**config.mk**
```make
export PLATFORM = sky130hd
export DESIGN_NAME = pll_cfg_ctrl
export DESIGN_NICKNAME = d
export VERILOG_FILES = /design/src/rtl/pll_cfg_ctrl.sv
export SDC_FILE = /design/constraint.sdc
export NUM_CORES = 1
export LEC_CHECK = 0
export CAP_MARGIN = 20
export CORE_MARGIN = 5
export CORE_UTILIZATION = 45
export DETAILED_ROUTE_END_ITERATION = 12
export PLACE_DENSITY = 0.63
export SETUP_SLACK_MARGIN = 0.15
export SYNTH_ARGS = -nofsm -noshare
export SYNTH_HDL_FRONTEND = slang
export SYNTH_SLANG_ARGS = --single-unit
```
**constraint.sdc**
```tcl
create_clock -name clk_i -period 2.5 [get_ports clk_i]
set_input_delay 0.75 -clock clk_i [delete_from_list [all_inputs] [get_ports clk_i]]
set_output_delay 0.75 -clock clk_i [all_outputs]
set_load 0.05 [all_outputs]
```
**src/rtl/pll_cfg_ctrl.sv**
```systemverilog
// ---------------------------------------------------------------------------
// pll_cfg_ctrl
// Reconfiguration sequencer for a PLL primitive with a serial config port.
// A request holds the PLL in reset, shifts a configuration word in MSB
// first while reading the old word back from SDO, releases reset and waits
// for a qualified lock. The sequence ends either LOCKED or FAIL (lock timeout).
//
// Ports
//   clk_i, rstn_i      system clock, asynchronous active-low reset
//   req_i, cfg_i       start strobe and configuration word (sampled on accept)
//   busy_o             high from an accepted request until done_o
//   done_o             one-cycle pulse at the end of every sequence
//   err_o              sticky lock-timeout flag, cleared by the next request
//   locked_o           synchronized, qualified lock status
//   rdata_o            word read back from SDO during the last shift
//   pll_sclk_o, pll_sdi_o, pll_resetb_o, pll_sdo_i, pll_lock_i  PLL primitive
// ---------------------------------------------------------------------------
module pll_cfg_ctrl #(
    parameter int CFG_BITS   = 24,
    parameter int SCLK_HALF  = 4,
    parameter int RST_CYCLES = 16,
    parameter int LOCK_TMO   = 65535
) (
    input  logic                clk_i,
    input  logic                rstn_i,
    input  logic                req_i,
    input  logic [CFG_BITS-1:0] cfg_i,
    output logic                busy_o,
    output logic                done_o,
    output logic                err_o,
    output logic                locked_o,
    output logic [CFG_BITS-1:0] rdata_o,
    output logic                pll_sclk_o,
    output logic                pll_sdi_o,
    output logic                pll_resetb_o,
    input  logic                pll_sdo_i,
    input  logic                pll_lock_i
);

    localparam logic [2:0] S_IDLE      = 3'd0;
    localparam logic [2:0] S_RST_HOLD  = 3'd1;
    localparam logic [2:0] S_SHIFT     = 3'd2;
    localparam logic [2:0] S_RELEASE   = 3'd3;
    localparam logic [2:0] S_WAIT_LOCK = 3'd4;
    localparam logic [2:0] S_LOCKED    = 3'd5;
    localparam logic [2:0] S_FAIL      = 3'd6;

    // One counter serves both the reset hold and the lock timeout.
    localparam int CNT_MAX = (LOCK_TMO > RST_CYCLES) ? LOCK_TMO : RST_CYCLES;
    localparam int CNT_W   = $clog2(CNT_MAX + 1);
    localparam int PH_W    = $clog2(2 * SCLK_HALF);
    localparam int BIT_W   = $clog2(CFG_BITS + 1);

    localparam logic [CNT_W-1:0] RST_LAST = CNT_W'(RST_CYCLES - 1);
    localparam logic [CNT_W-1:0] TMO_LAST = CNT_W'(LOCK_TMO - 1);
    localparam logic [PH_W-1:0]  PH_RISE  = PH_W'(SCLK_HALF);
    localparam logic [PH_W-1:0]  PH_LAST  = PH_W'(2 * SCLK_HALF - 1);
    localparam logic [BIT_W-1:0] BIT_LAST = BIT_W'(CFG_BITS - 1);

    logic [2:0]          state;
    logic [CNT_W-1:0]    cnt;
    logic [PH_W-1:0]     phase;
    logic [BIT_W-1:0]    bit_idx;
    logic [CFG_BITS-1:0] tx_sr;
    logic [CFG_BITS-1:0] rx_sr;
    logic [CFG_BITS-1:0] rx_next;
    logic                lock_meta;
    logic                lock_sync;
    logic [2:0]          lock_hist;
    logic                lock_qual;
    logic                req_ok;

    // Lock synchronizer plus a history of the last three synchronized
    // samples; together with the current one that gives four in a row.
    always_ff @(posedge clk_i or negedge rstn_i) begin
        if (!rstn_i) begin
            lock_meta <= 1'b0;
            lock_sync <= 1'b0;
            lock_hist <= '0;
        end else begin
            lock_meta <= pll_lock_i;
            lock_sync <= lock_meta;
            lock_hist <= {lock_hist[1:0], lock_sync};
        end
    end

    assign lock_qual = lock_sync & (&lock_hist);

    assign req_ok = req_i && ((state == S_IDLE) || (state == S_LOCKED) || (state == S_FAIL));

    // SDO is captured in the first cycle of each high SCLK half. The final
    // capture can coincide with leaving SHIFT (SCLK_HALF=1), so rdata_o is
    // loaded from this next-value rather than from rx_sr.
    assign rx_next = ((state == S_SHIFT) && (phase == PH_RISE)) ?
                     {rx_sr[CFG_BITS-2:0], pll_sdo_i} : rx_sr;

    // Sequencer. A request is only honoured in the resting states and
    // always restarts the full reset/shift/lock sequence.
    always_ff @(posedge clk_i or negedge rstn_i) begin
        if (!rstn_i) begin
            state    <= S_IDLE;
            cnt      <= '0;
            phase    <= '0;
            bit_idx  <= '0;
            tx_sr    <= '0;
            rx_sr    <= '0;
            rdata_o  <= '0;
            busy_o   <= 1'b0;
            done_o   <= 1'b0;
            err_o    <= 1'b0;
            locked_o <= 1'b0;
        end else begin
            done_o <= 1'b0;
            rx_sr  <= rx_next;
            if (req_ok) begin
                tx_sr    <= cfg_i;
                rx_sr    <= '0;
                err_o    <= 1'b0;
                locked_o <= 1'b0;
                busy_o   <= 1'b1;
                cnt      <= '0;
                state    <= S_RST_HOLD;
            end else begin
                case (state)
                    S_RST_HOLD: begin
                        if (cnt == RST_LAST) begin
                            cnt     <= '0;
                            phase   <= '0;
                            bit_idx <= '0;
                            state   <= S_SHIFT;
                        end else begin
                            cnt <= cnt + 1'b1;
                        end
                    end
                    S_SHIFT: begin
                        if (phase == PH_LAST) begin
                            phase <= '0;
                            tx_sr <= {tx_sr[CFG_BITS-2:0], 1'b0};
                            if (bit_idx == BIT_LAST) begin
                                rdata_o <= rx_next;
                                state   <= S_RELEASE;
                            end else begin
                                bit_idx <= bit_idx + 1'b1;
                            end
                        end else begin
                            phase <= phase + 1'b1;
                        end
                    end
                    S_RELEASE: begin
                        cnt   <= '0;
                        state <= S_WAIT_LOCK;
                    end
                    S_WAIT_LOCK: begin
                        // Lock wins over a timeout in the same cycle. A relock
                        // after loss has busy_o low, so it produces no done_o.
                        if (lock_qual) begin
                            locked_o <= 1'b1;
                            done_o   <= busy_o;
                            busy_o   <= 1'b0;
                            state    <= S_LOCKED;
                        end else if (cnt == TMO_LAST) begin
                            err_o  <= 1'b1;
                            done_o <= 1'b1;
                            busy_o <= 1'b0;
                            state  <= S_FAIL;
                        end else begin
                            cnt <= cnt + 1'b1;
                        end
                    end
                    S_LOCKED: begin
                        if (!lock_sync) begin
                            locked_o <= 1'b0;
                            cnt      <= '0;
                            state    <= S_WAIT_LOCK;
                        end
                    end
                    S_IDLE, S_FAIL: begin
                    end
                    default: state <= S_IDLE;
                endcase
            end
        end
    end

    // PLL pins are decoded from state so an asynchronous reset drops them
    // immediately. RESETB is only released once the word is fully shifted.
    assign pll_sclk_o   = (state == S_SHIFT) && (phase >= PH_RISE);
    assign pll_sdi_o    = (state == S_SHIFT) && tx_sr[CFG_BITS-1];
    assign pll_resetb_o = (state == S_RELEASE) || (state == S_WAIT_LOCK) || (state == S_LOCKED);

endmodule

```
==> tab_implementation.tex, run 1 <==
\begin{tabular}{lr}
\hline
Metric & Value \\
\hline
\multicolumn{2}{l}{\textbf{Clock tree}} \\
\quad Clock network latency to the later pin of the worst-skew pair & 0.37 ns \\
\quad Buffer depth of the longest clock path & 2 \\
\quad CTS tree & done \\
\quad Clock slew seen by the registers of the worst setup and hold paths & 0.12 ns \\
\quad CTS H-tree depth & 3 \\
\quad Buffer type at the clock tree root & sky130\_fd\_sc\_hd\_\_clkbuf\_8 \\
\quad CTS sink cnt & 108 \\
\quad Number of clock buffers inserted by TritonCTS & 9 \\
\multicolumn{2}{l}{\textbf{Setup path}} \\
\quad R2r endpoint & cnt[13] \\
\quad Slowest stage delay, CP & about 0.81 ns \\
\quad Worst R2R Path Depth & 6 \\
\quad CP Class & flop to output port \\
\quad Category of the worst setup path capture point & output port \\
\quad Startpoint of the most critical register-to-register path & cnt[5] \\
\quad Crit-path cells & clkdlybuf4s50\_1 \\
\quad Number of buffer and inverter instances along the worst setup path & 1 \\
\quad Worst path depth & 1 \\
\quad Worst reg-to-reg setup slack & 0.40 ns \\
\quad Critical path's top delay family & buffers and inverters \\
\quad Critical Path RT & 1.75 ns \\
\quad Crit path launch type & flop \\
\quad Critical path peak fanout & 2 \\
\quad CP arrival & about 1.6 ns \\
\quad Slowest stage cell on the critical path & sky130\_fd\_sc\_hd\_\_clkdlybuf4s50\_1 \\
\multicolumn{2}{l}{\textbf{Drt}} \\
\quad WL/cell & between 15 and 20 um \\
\quad Highest layer used for signal routing & met4 \\
\quad Met2 wire length & roughly 4.8 mm \\
\quad Total detailed-routing wirelength & 10.53 mm \\
\quad Wire length the detailed router placed on met1 & 5.237 mm \\
\quad Routed Antenna Nets & 0 \\
\quad Detailed Routing Iterations Pass 1 & 4 \\
\quad Iteration-0 DRC count of the detailed router & 255 \\
\quad Met3 routed WL & 421 um \\
\quad Average vias per placed instance & 5.425 \\
\quad Number of DRC violations after detailed routing & 0 \\
\quad Via total after detailed routing & about 3800 \\
\multicolumn{2}{l}{\textbf{Global route}} \\
\quad Number of antenna violations at the first check in global routing & 0 \\
\quad Wire length of the first global-routing pass & 17.66 mm \\
\quad Global-route congestion overflow total & 0 \\
\quad Pin count of the biggest net entering global routing & 49 \\
\quad Total GRT Usage & 16.31\% \\
\quad Vias in the first global route & around 3700 \\
\multicolumn{2}{l}{\textbf{Synthesis}} \\
\quad Net Count, Synth & 524 \\
\quad EDFF count, synth & 0 \\
\quad Synth cell count leaders & sky130\_fd\_sc\_hd\_\_dfrtp\_1 (108), sky130\_fd\_sc\_hd\_\_nand2\_1 (90), sky130\_fd\_sc\_hd\_\_nor2\_1 (39) \\
\quad Portion of the post-synthesis area used by sequential elements & 54.49\% \\
\quad Top cells by area, synth & sky130\_fd\_sc\_hd\_\_dfrtp\_1 (54\%), sky130\_fd\_sc\_hd\_\_nand2\_1 (6.8\%), sky130\_fd\_sc\_hd\_\_mux2i\_1 (5.0\%) \\
\quad Prevailing post-synth register cell & sky130\_fd\_sc\_hd\_\_dfrtp\_1 \\
\quad Fraction of registers with async set/reset & 100.0\% \\
\quad Post-synthesis sequential element count & 108 \\
\quad Mean area per synthesized cell & 10.14 sq um \\
\quad Area share of the leading cell type in the synthesized netlist & 54.49\% \\
\quad Leading cell type by number of instances after synthesis & sky130\_fd\_sc\_hd\_\_dfrtp\_1 \\
\quad Synthesis Warnings & 0 \\
\quad Netlist area before placement & 4960 sq um \\
\quad Synthesized instance count & 489 \\
\quad Post-synthesis cell type count & 58 \\
\quad Post-synth top area cell & sky130\_fd\_sc\_hd\_\_dfrtp\_1 \\
\multicolumn{2}{l}{\textbf{Timing}} \\
\quad Transition time of the tightest slew-check pin & 0.5807 ns \\
\quad Total negative slack for setup checks & 0 ns \\
\quad Clock tree skew after final layout & 0.01477 ns \\
\quad Slew Viols, Final & 0 \\
\quad Final worst setup slack & 0.1915 ns \\
\quad Final hold violations & 0 \\
\quad Final period utilization & around 92\% \\
\quad Final critical path time including I/O delays and setup & between 2 and 2.5 ns \\
\quad Number of setup violations in the final report & 0 \\
\quad Fin Hold WS & 0.3118 ns \\
\quad Maximum frequency from static timing analysis & 433.2 MHz \\
\quad RSZ-0062 raised after global routing & false \\
\quad Worst slew slack as a fraction of its limit & about three fifths \\
\multicolumn{2}{l}{\textbf{Placed design}} \\
\quad Number of placed cells counting well taps & 680 \\
\quad Sum of net half-perimeters after detailed placement & 7.241 mm \\
\quad Pre-CTS WS & 0.1997 ns \\
\quad \# port buffers & 59 \\
\quad Routability cong. & 0.9172 \\
\multicolumn{2}{l}{\textbf{Floorplan}} \\
\quad DIE AREA & $\sim$13000 sq um \\
\quad Floorplan Core Area & roughly 11000 sq um \\
\quad Die W & 115.0 um \\
\quad Die Y-Extent & 115.0 um \\
\quad Rows & 38 \\
\quad Initial standard-cell utilization of the core & 45.75\% \\
\quad I/O pin cnt & 60 \\
\multicolumn{2}{l}{\textbf{Power and ir drop}} \\
\quad Largest vdd supply drop & 285.7 uV \\
\quad Power density over cell area & 485.0 nW/um\^{}2 \\
\quad Leakage Power & 3.114 nW \\
\multicolumn{2}{l}{\textbf{Run status}} \\
\quad Run status & complete, no violations \\
\multicolumn{2}{l}{\textbf{Layout}} \\
\quad Non-Filler Instances & 701 \\
\quad Fraction of final layout cells sized beyond drive strength 1 & 10.87\% \\
\quad Antenna diodes & 0 \\
\quad Area growth, synth to finish & 22.91\% \\
\quad Final-stage net count & 591 \\
\quad Utilization of the core after routing & 56.23\% \\
\multicolumn{2}{l}{\textbf{Job}} \\
\quad Max-Cap Viols & 0 \\
\multicolumn{2}{l}{\textbf{Worst hold path}} \\
\quad Type of the most critical hold path & input pin to async pin \\
\hline
\end{tabular}
==> through the flow <==
| step | total power [mW] | area [sq um] |
|---|---|---|
| floorplan | 1.804 | 4960 |
| detailed placement | 1.898 | 5809 |
| global route | 3.087 | 6096 |
| global placement | 1.897 | 5809 |
| CTS | 2.998 | 6036 |
| finish | 2.956 | 6096 |
==> kinds of logic after synthesis <==
group	count (synthesis)	share of synthesized area, %
XOR/XNOR	3	0.5299
AO/OA/AOI/OAI	101	13.77
adder cells (fa/ha/maj)	6	1.514
AND/OR/NAND/NOR	209	20.91
multiplexers	28	5.726
flip-flops	108	54.49
buffers and inverters	34	3.052
==> layout make-up <==
| type | instances | area [sq um] |
|---|---|---|
| multi-input cells | 347 | 2118 |
| clock inverters | 7 | 78.83 |
| fillers | 981 | 4745 |
| inverters | 7 | 26.28 |
| well taps | 140 | 175.2 |
| flip-flops and latches | 108 | 2706 |
| clock buffers | 9 | 123.9 |
| repair buffers | 83 | 867.1 |
==> routing by layer <==
layer	GRT usage [%]	vias up
met5	0	-
met4	4.538	0
met3	2.263	12
met2	24.92	76
met1	24.41	1841
li1	-	1874
==> power breakdown <==
group / internal (mW) / switching, mW
clock network: 0.412 / 0.684
registers: 1.76 / 0.00485
logic: 0.0501 / 0.0493
==> cells in the final DEF, fill, tap and decap left out, types with 8 or more instances in the layout <==
master and instances:
sky130_fd_sc_hd__dfrtp_1 105, sky130_fd_sc_hd__nand2_1 90, sky130_fd_sc_hd__nor2_1 39, sky130_fd_sc_hd__clkdlybuf4s50_1 38, sky130_fd_sc_hd__mux2i_1 25, sky130_fd_sc_hd__a22oi_1 23, sky130_fd_sc_hd__buf_4 22, sky130_fd_sc_hd__o21ai_0 19
sky130_fd_sc_hd__o21ai_1 17, sky130_fd_sc_hd__dlymetal6s2s_1 14, sky130_fd_sc_hd__nand3_1 10, sky130_fd_sc_hd__a22o_1 10, sky130_fd_sc_hd__nor3_1 9, sky130_fd_sc_hd__clkbuf_8 9, sky130_fd_sc_hd__nor4_1 8
==> worst max-delay path by stage <==
stage | from | end | slack [ns]
5_1_grt | rdata_o[16] | rdata_o[16] | 0.15
6_report | rdata_o[9] | rdata_o[9] | 0.19
2_1_floorplan | state[2] | rdata_o[19] | 0.30
3_3_place_gp | req_i | cnt[14] | 0.21
3_5_place_dp | req_i | cnt[14] | 0.20
4_1_cts | rdata_o[7] | rdata_o[7] | 0.15
==> flip-flops by register name (all words and copies together), names as in the netlist <==
register and flops:
bit_idx 5, done_o 1, phase 3, busy_o 1, err_o 1, rx_sr 24
lock_sync 1, lock_meta 1, locked_o 1, tx_sr 24, state 3, lock_hist 3
cnt 16, rdata_o 24
==> timing repair <==
item / 4_1_cts / 5_1_grt
resized for setup: 8 / 15
hold endpoints to repair: 0 / 0
hold buffers: 0 / 0
setup buffers: 2 / 3
setup endpoints to repair: 6 / 16
(Power assumes the default switching activity.)
==> run 2: changes to the inputs <==
--- a/config.mk
+++ b/config.mk
@@ -6,6 +6,7 @@
 export NUM_CORES = 1
 export LEC_CHECK = 0
 export CAP_MARGIN = 20
+export CORE_ASPECT_RATIO = 0.7
 export CORE_MARGIN = 5
 export CORE_UTILIZATION = 45
 export DETAILED_ROUTE_END_ITERATION = 12
==> run 2 against run 1 <==
Cell count grew 1.1%; via count down 0.55%; highest routed layer is now met5; largest power group unchanged; combinational power shrank 2.4%; count of clock-buffer cells in the layout unchanged.
==> tab_implementation.tex, run 2 (same netlist as run 1, synthesis figures left out) <==
\begin{tabular}{lr}
\hline
Metric & Value \\
\hline
\multicolumn{2}{l}{\textbf{Timing}} \\
\quad Total negative slack for setup checks & 0 ns (unchanged) \\
\quad Final hold violations & 0 (unchanged) \\
\quad Transition time of the tightest slew-check pin & 0.5968 ns (was 0.5807 ns) \\
\quad Clock tree skew after final layout & 0.007242 ns (was 0.01477 ns) \\
\quad Final period utilization & 92.28\% (was 92.34\%) \\
\quad RSZ-0062 raised after global routing & false (unchanged) \\
\quad Final worst setup slack & 0.1929 ns (was 0.1915 ns) \\
\quad Fin Hold WS & 0.3259 ns (was 0.3118 ns) \\
\quad Final critical path time including I/O delays and setup & 2.307 ns (was 2.309 ns) \\
\quad Worst slew slack as a fraction of its limit & 60.07\% (was 61.06\%) \\
\quad Slew Viols, Final & 0 (unchanged) \\
\quad Maximum frequency from static timing analysis & 433.4 MHz (was 433.2 MHz) \\
\quad Number of setup violations in the final report & 0 (unchanged) \\
\multicolumn{2}{l}{\textbf{Placed design}} \\
\quad Sum of net half-perimeters after detailed placement & 7.602 mm (was 7.241 mm) \\
\quad Routability cong. & 0.8771 (was 0.9172) \\
\quad \# port buffers & 59 (unchanged) \\
\quad Pre-CTS WS & 0.07622 ns (was 0.1997 ns) \\
\quad Placed inst area & 5811 sq um (was 5809 sq um) \\
\multicolumn{2}{l}{\textbf{Setup path}} \\
\quad Critical Path RT & 1.75 ns (about the same) \\
\quad Startpoint of the most critical register-to-register path & state[0] (was cnt[5]) \\
\quad Worst R2R Path Depth & 5 (was 6) \\
\quad Crit path launch type & flop (unchanged) \\
\quad CP Class & flop to output port (unchanged) \\
\quad R2r endpoint & cnt[8] (was cnt[13]) \\
\quad Category of the worst setup path capture point & output port (unchanged) \\
\quad CP arrival & 1.56 ns (about the same) \\
\quad Worst reg-to-reg setup slack & 0.34 ns (was 0.40 ns) \\
\quad Critical path peak fanout & 3 (was 2) \\
\multicolumn{2}{l}{\textbf{Global route}} \\
\quad Met1 global-route usage & 27.70\% (was 24.41\%) \\
\quad Met2 track utilization from global routing & 22.71\% (was 24.92\%) \\
\quad Total GRT Usage & 17.58\% (was 16.31\%) \\
\quad Number of antenna violations at the first check in global routing & 1 (was 0) \\
\quad Met3 global-route usage & 5.922\% (was 2.263\%) \\
\quad Vias in the first global route & 3606 (was 3656) \\
\quad Peak-usage layer in the global routing report & met1 (was met2) \\
\quad Pin count of the biggest net entering global routing & 57 (was 49) \\
\quad Wire length of the first global-routing pass & 18.79 mm (was 17.66 mm) \\
\quad Global-route congestion overflow total & 0 (unchanged) \\
\multicolumn{2}{l}{\textbf{Floorplan}} \\
\quad Rows & 32 (was 38) \\
\quad I/O pin cnt & 60 (unchanged) \\
\quad Die Y-Extent & 97.84 um (was 115.0 um) \\
\quad DIE AREA & 13250 sq um (was 13220 sq um) \\
\quad Die W & 135.5 um (was 115.0 um) \\
\quad Initial standard-cell utilization of the core & 45.54\% (was 45.75\%) \\
\quad Floorplan Core Area & 10890 sq um (was 10840 sq um) \\
\multicolumn{2}{l}{\textbf{Clock tree}} \\
\quad Number of clock buffers inserted by TritonCTS & 9 (unchanged) \\
\quad CTS tree & done (unchanged) \\
\quad Clock slew seen by the registers of the worst setup and hold paths & 0.07 ns (was 0.12 ns) \\
\quad Clock network latency to the later pin of the worst-skew pair & 0.35 ns (was 0.37 ns) \\
\quad CTS sink cnt & 108 (unchanged) \\
\quad Buffer depth of the longest clock path & 2 (unchanged) \\
\quad CTS H-tree depth & 3 (unchanged) \\
\quad Buffer type at the clock tree root & sky130\_fd\_sc\_hd\_\_clkbuf\_16 (was sky130\_fd\_sc\_hd\_\_clkbuf\_8) \\
\multicolumn{2}{l}{\textbf{Power and ir drop}} \\
\quad Internal portion of total power & 2.493 mW (was 2.218 mW) \\
\quad Power density over cell area & 523.8 nW/um\^{}2 (was 485.0 nW/um\^{}2) \\
\quad Leakage Power & 2.881 nW (was 3.114 nW) \\
\quad Net switching power figure & 0.7194 mW (was 0.7381 mW) \\
\quad Sw Share & 22.39\% (was 24.97\%) \\
\quad Largest vdd supply drop & 324.4 uV (was 285.7 uV) \\
\quad Combinational Power Share & 3.0\% (was 3.4\%) \\
\quad Clock power frac & 42.1\% (was 37.1\%) \\
\quad Sequential share of power & 54.8\% (was 59.6\%) \\
\multicolumn{2}{l}{\textbf{Layout}} \\
\quad Commonest non-fill, non-tap cells in the layout & sky130\_fd\_sc\_hd\_\_dfrtp\_1 (107), sky130\_fd\_sc\_hd\_\_nand2\_1 (90), sky130\_fd\_sc\_hd\_\_clkdlybuf4s50\_1 (55) (was sky130\_fd\_sc\_hd\_\_dfrtp\_1 (105), sky130\_fd\_sc\_hd\_\_nand2\_1 (90), sky130\_fd\_sc\_hd\_\_nor2\_1 (39)) \\
\quad Antenna diodes & 0 (unchanged) \\
\quad Fillcell total & 976 (was 981) \\
\quad Final-stage net count & 586 (was 591) \\
\quad Fraction of final layout cells sized beyond drive strength 1 & 9.892\% (was 10.87\%) \\
\quad Area growth, synth to finish & 23.66\% (was 22.91\%) \\
\quad Leading cell type in the layout, fill and taps excluded & sky130\_fd\_sc\_hd\_\_dfrtp\_1 (unchanged) \\
\quad Largest regs & rdata\_o: 24 flops, rx\_sr: 24 flops, tx\_sr: 24 flops (unchanged) \\
\quad Cell area after layout & 6133 sq um (was 6096 sq um) \\
\multicolumn{2}{l}{\textbf{Drt}} \\
\quad Iteration-0 DRC count of the detailed router & 271 (was 255) \\
\quad WL/cell & 15.45 um (was 15.02 um) \\
\quad Via total after detailed routing & 3782 (was 3803) \\
\quad Total detailed-routing wirelength & 10.95 mm (was 10.53 mm) \\
\quad Number of DRC violations after detailed routing & 0 (unchanged) \\
\quad Routed Antenna Nets & 0 (unchanged) \\
\quad Average vias per placed instance & 5.334 (was 5.425) \\
\quad Detailed Routing Iterations Pass 1 & 5 (was 4) \\
\multicolumn{2}{l}{\textbf{Worst hold path}} \\
\quad Type of the most critical hold path & input pin to async pin (unchanged) \\
\multicolumn{2}{l}{\textbf{Run status}} \\
\quad Run status & complete, no violations (unchanged) \\
\multicolumn{2}{l}{\textbf{Job}} \\
\quad Max-Cap Viols & 0 (unchanged) \\
\hline
\end{tabular}
run 2: changes by cell type in the layout (fill, tap and decap cells not counted), sizes merged:
cell | before | now
inv | 14 | 9
clkdlybuf4s50 | 38 | 55
dlymetal6s2s | 14 | 0
clkinvlp | 0 | 3
dlygate4sd2 | 3 | 0
buf | 28 | 23
clkinv | 0 | 2
run 2: repair_timing:
action                     4_1_cts  5_1_grt
gates resized for setup          2        3
hold endpoints to repair         0        0
setup buffers                    1        1
pin swaps                        1        1
setup endpoints to repair        3        2
hold buffers                     0        0
run 2: worst max-delay path: stages (launching register included):
cell	delay, ns
sky130_fd_sc_hd__dfrtp_1	0.40
sky130_fd_sc_hd__buf_4	0.15
sky130_fd_sc_hd__nor3b_4	0.21
sky130_fd_sc_hd__buf_4	0.17
sky130_fd_sc_hd__and2_4	0.15
sky130_fd_sc_hd__buf_12	0.13
run 2: layer usage:
layer | vias up | part of all wire (%)
met3 | 13 | 6.3
li1 | 1865 | -
met1 | 1828 | 52
met5 | - | 0.12
met2 | 74 | 41
met4 | 2 | 1.1
run 2: worst max path at each step:
stage | startpoint | slack, ns | cells past startpoint | end
2_1_floorplan | state[2] | 0.30 | 7 | rdata_o[19]
3_3_place_gp | req_i | 0.12 | 6 | cnt[8]
3_5_place_dp | req_i | 0.08 | 6 | cnt[8]
4_1_cts | state[2] | 0.14 | 4 | pll_resetb_o
5_1_grt | state[2] | 0.14 | 5 | pll_sdi_o
6_report | state[2] | 0.19 | 5 | pll_sdi_o
run 2: area by class of cell:
cell class,instances,area (sq um),area share [%]
inverters,7,26.28,0.4284
repair buffers,78,798.3,13.02
clock buffers,9,225.2,3.672
clock inverters,7,61.31,0.9996
multi-input cells,347,2127,34.68
well taps,153,191.4,3.121
flip-flops and latches,108,2704,44.08
run 2: through the flow:
stage,instances,utilization (%),power (mW)
after floorplan,489,-,1.804
after global placement,691,53.35,1.894
after detailed placement,691,53.35,1.896
after CTS,708,56.15,3.267
after global routing,709,56.32,3.344
final,709,56.32,3.212
run 2: power by group through the flow:
stage / registers (mW) / clock network [mW] / logic [mW]
after floorplan: 1.79 / 0 / 0.00929
after global placement: 1.80 / 0 / 0.0986
after detailed placement: 1.80 / 0 / 0.100
after CTS: 1.76 / 1.41 / 0.100
after global routing: 1.76 / 1.47 / 0.109
final: 1.76 / 1.35 / 0.0970
==> run 3: changes to the inputs <==
--- a/config.mk
+++ b/config.mk
@@ -9,6 +9,7 @@
 export CORE_ASPECT_RATIO = 0.7
 export CORE_MARGIN = 5
 export CORE_UTILIZATION = 45
+export CTS_CLUSTER_DIAMETER = 120
 export DETAILED_ROUTE_END_ITERATION = 12
 export PLACE_DENSITY = 0.63
 export SETUP_SLACK_MARGIN = 0.15
==> results of run 3 <==
No change in the layout: final DEF, timing and power equal those of run 2.
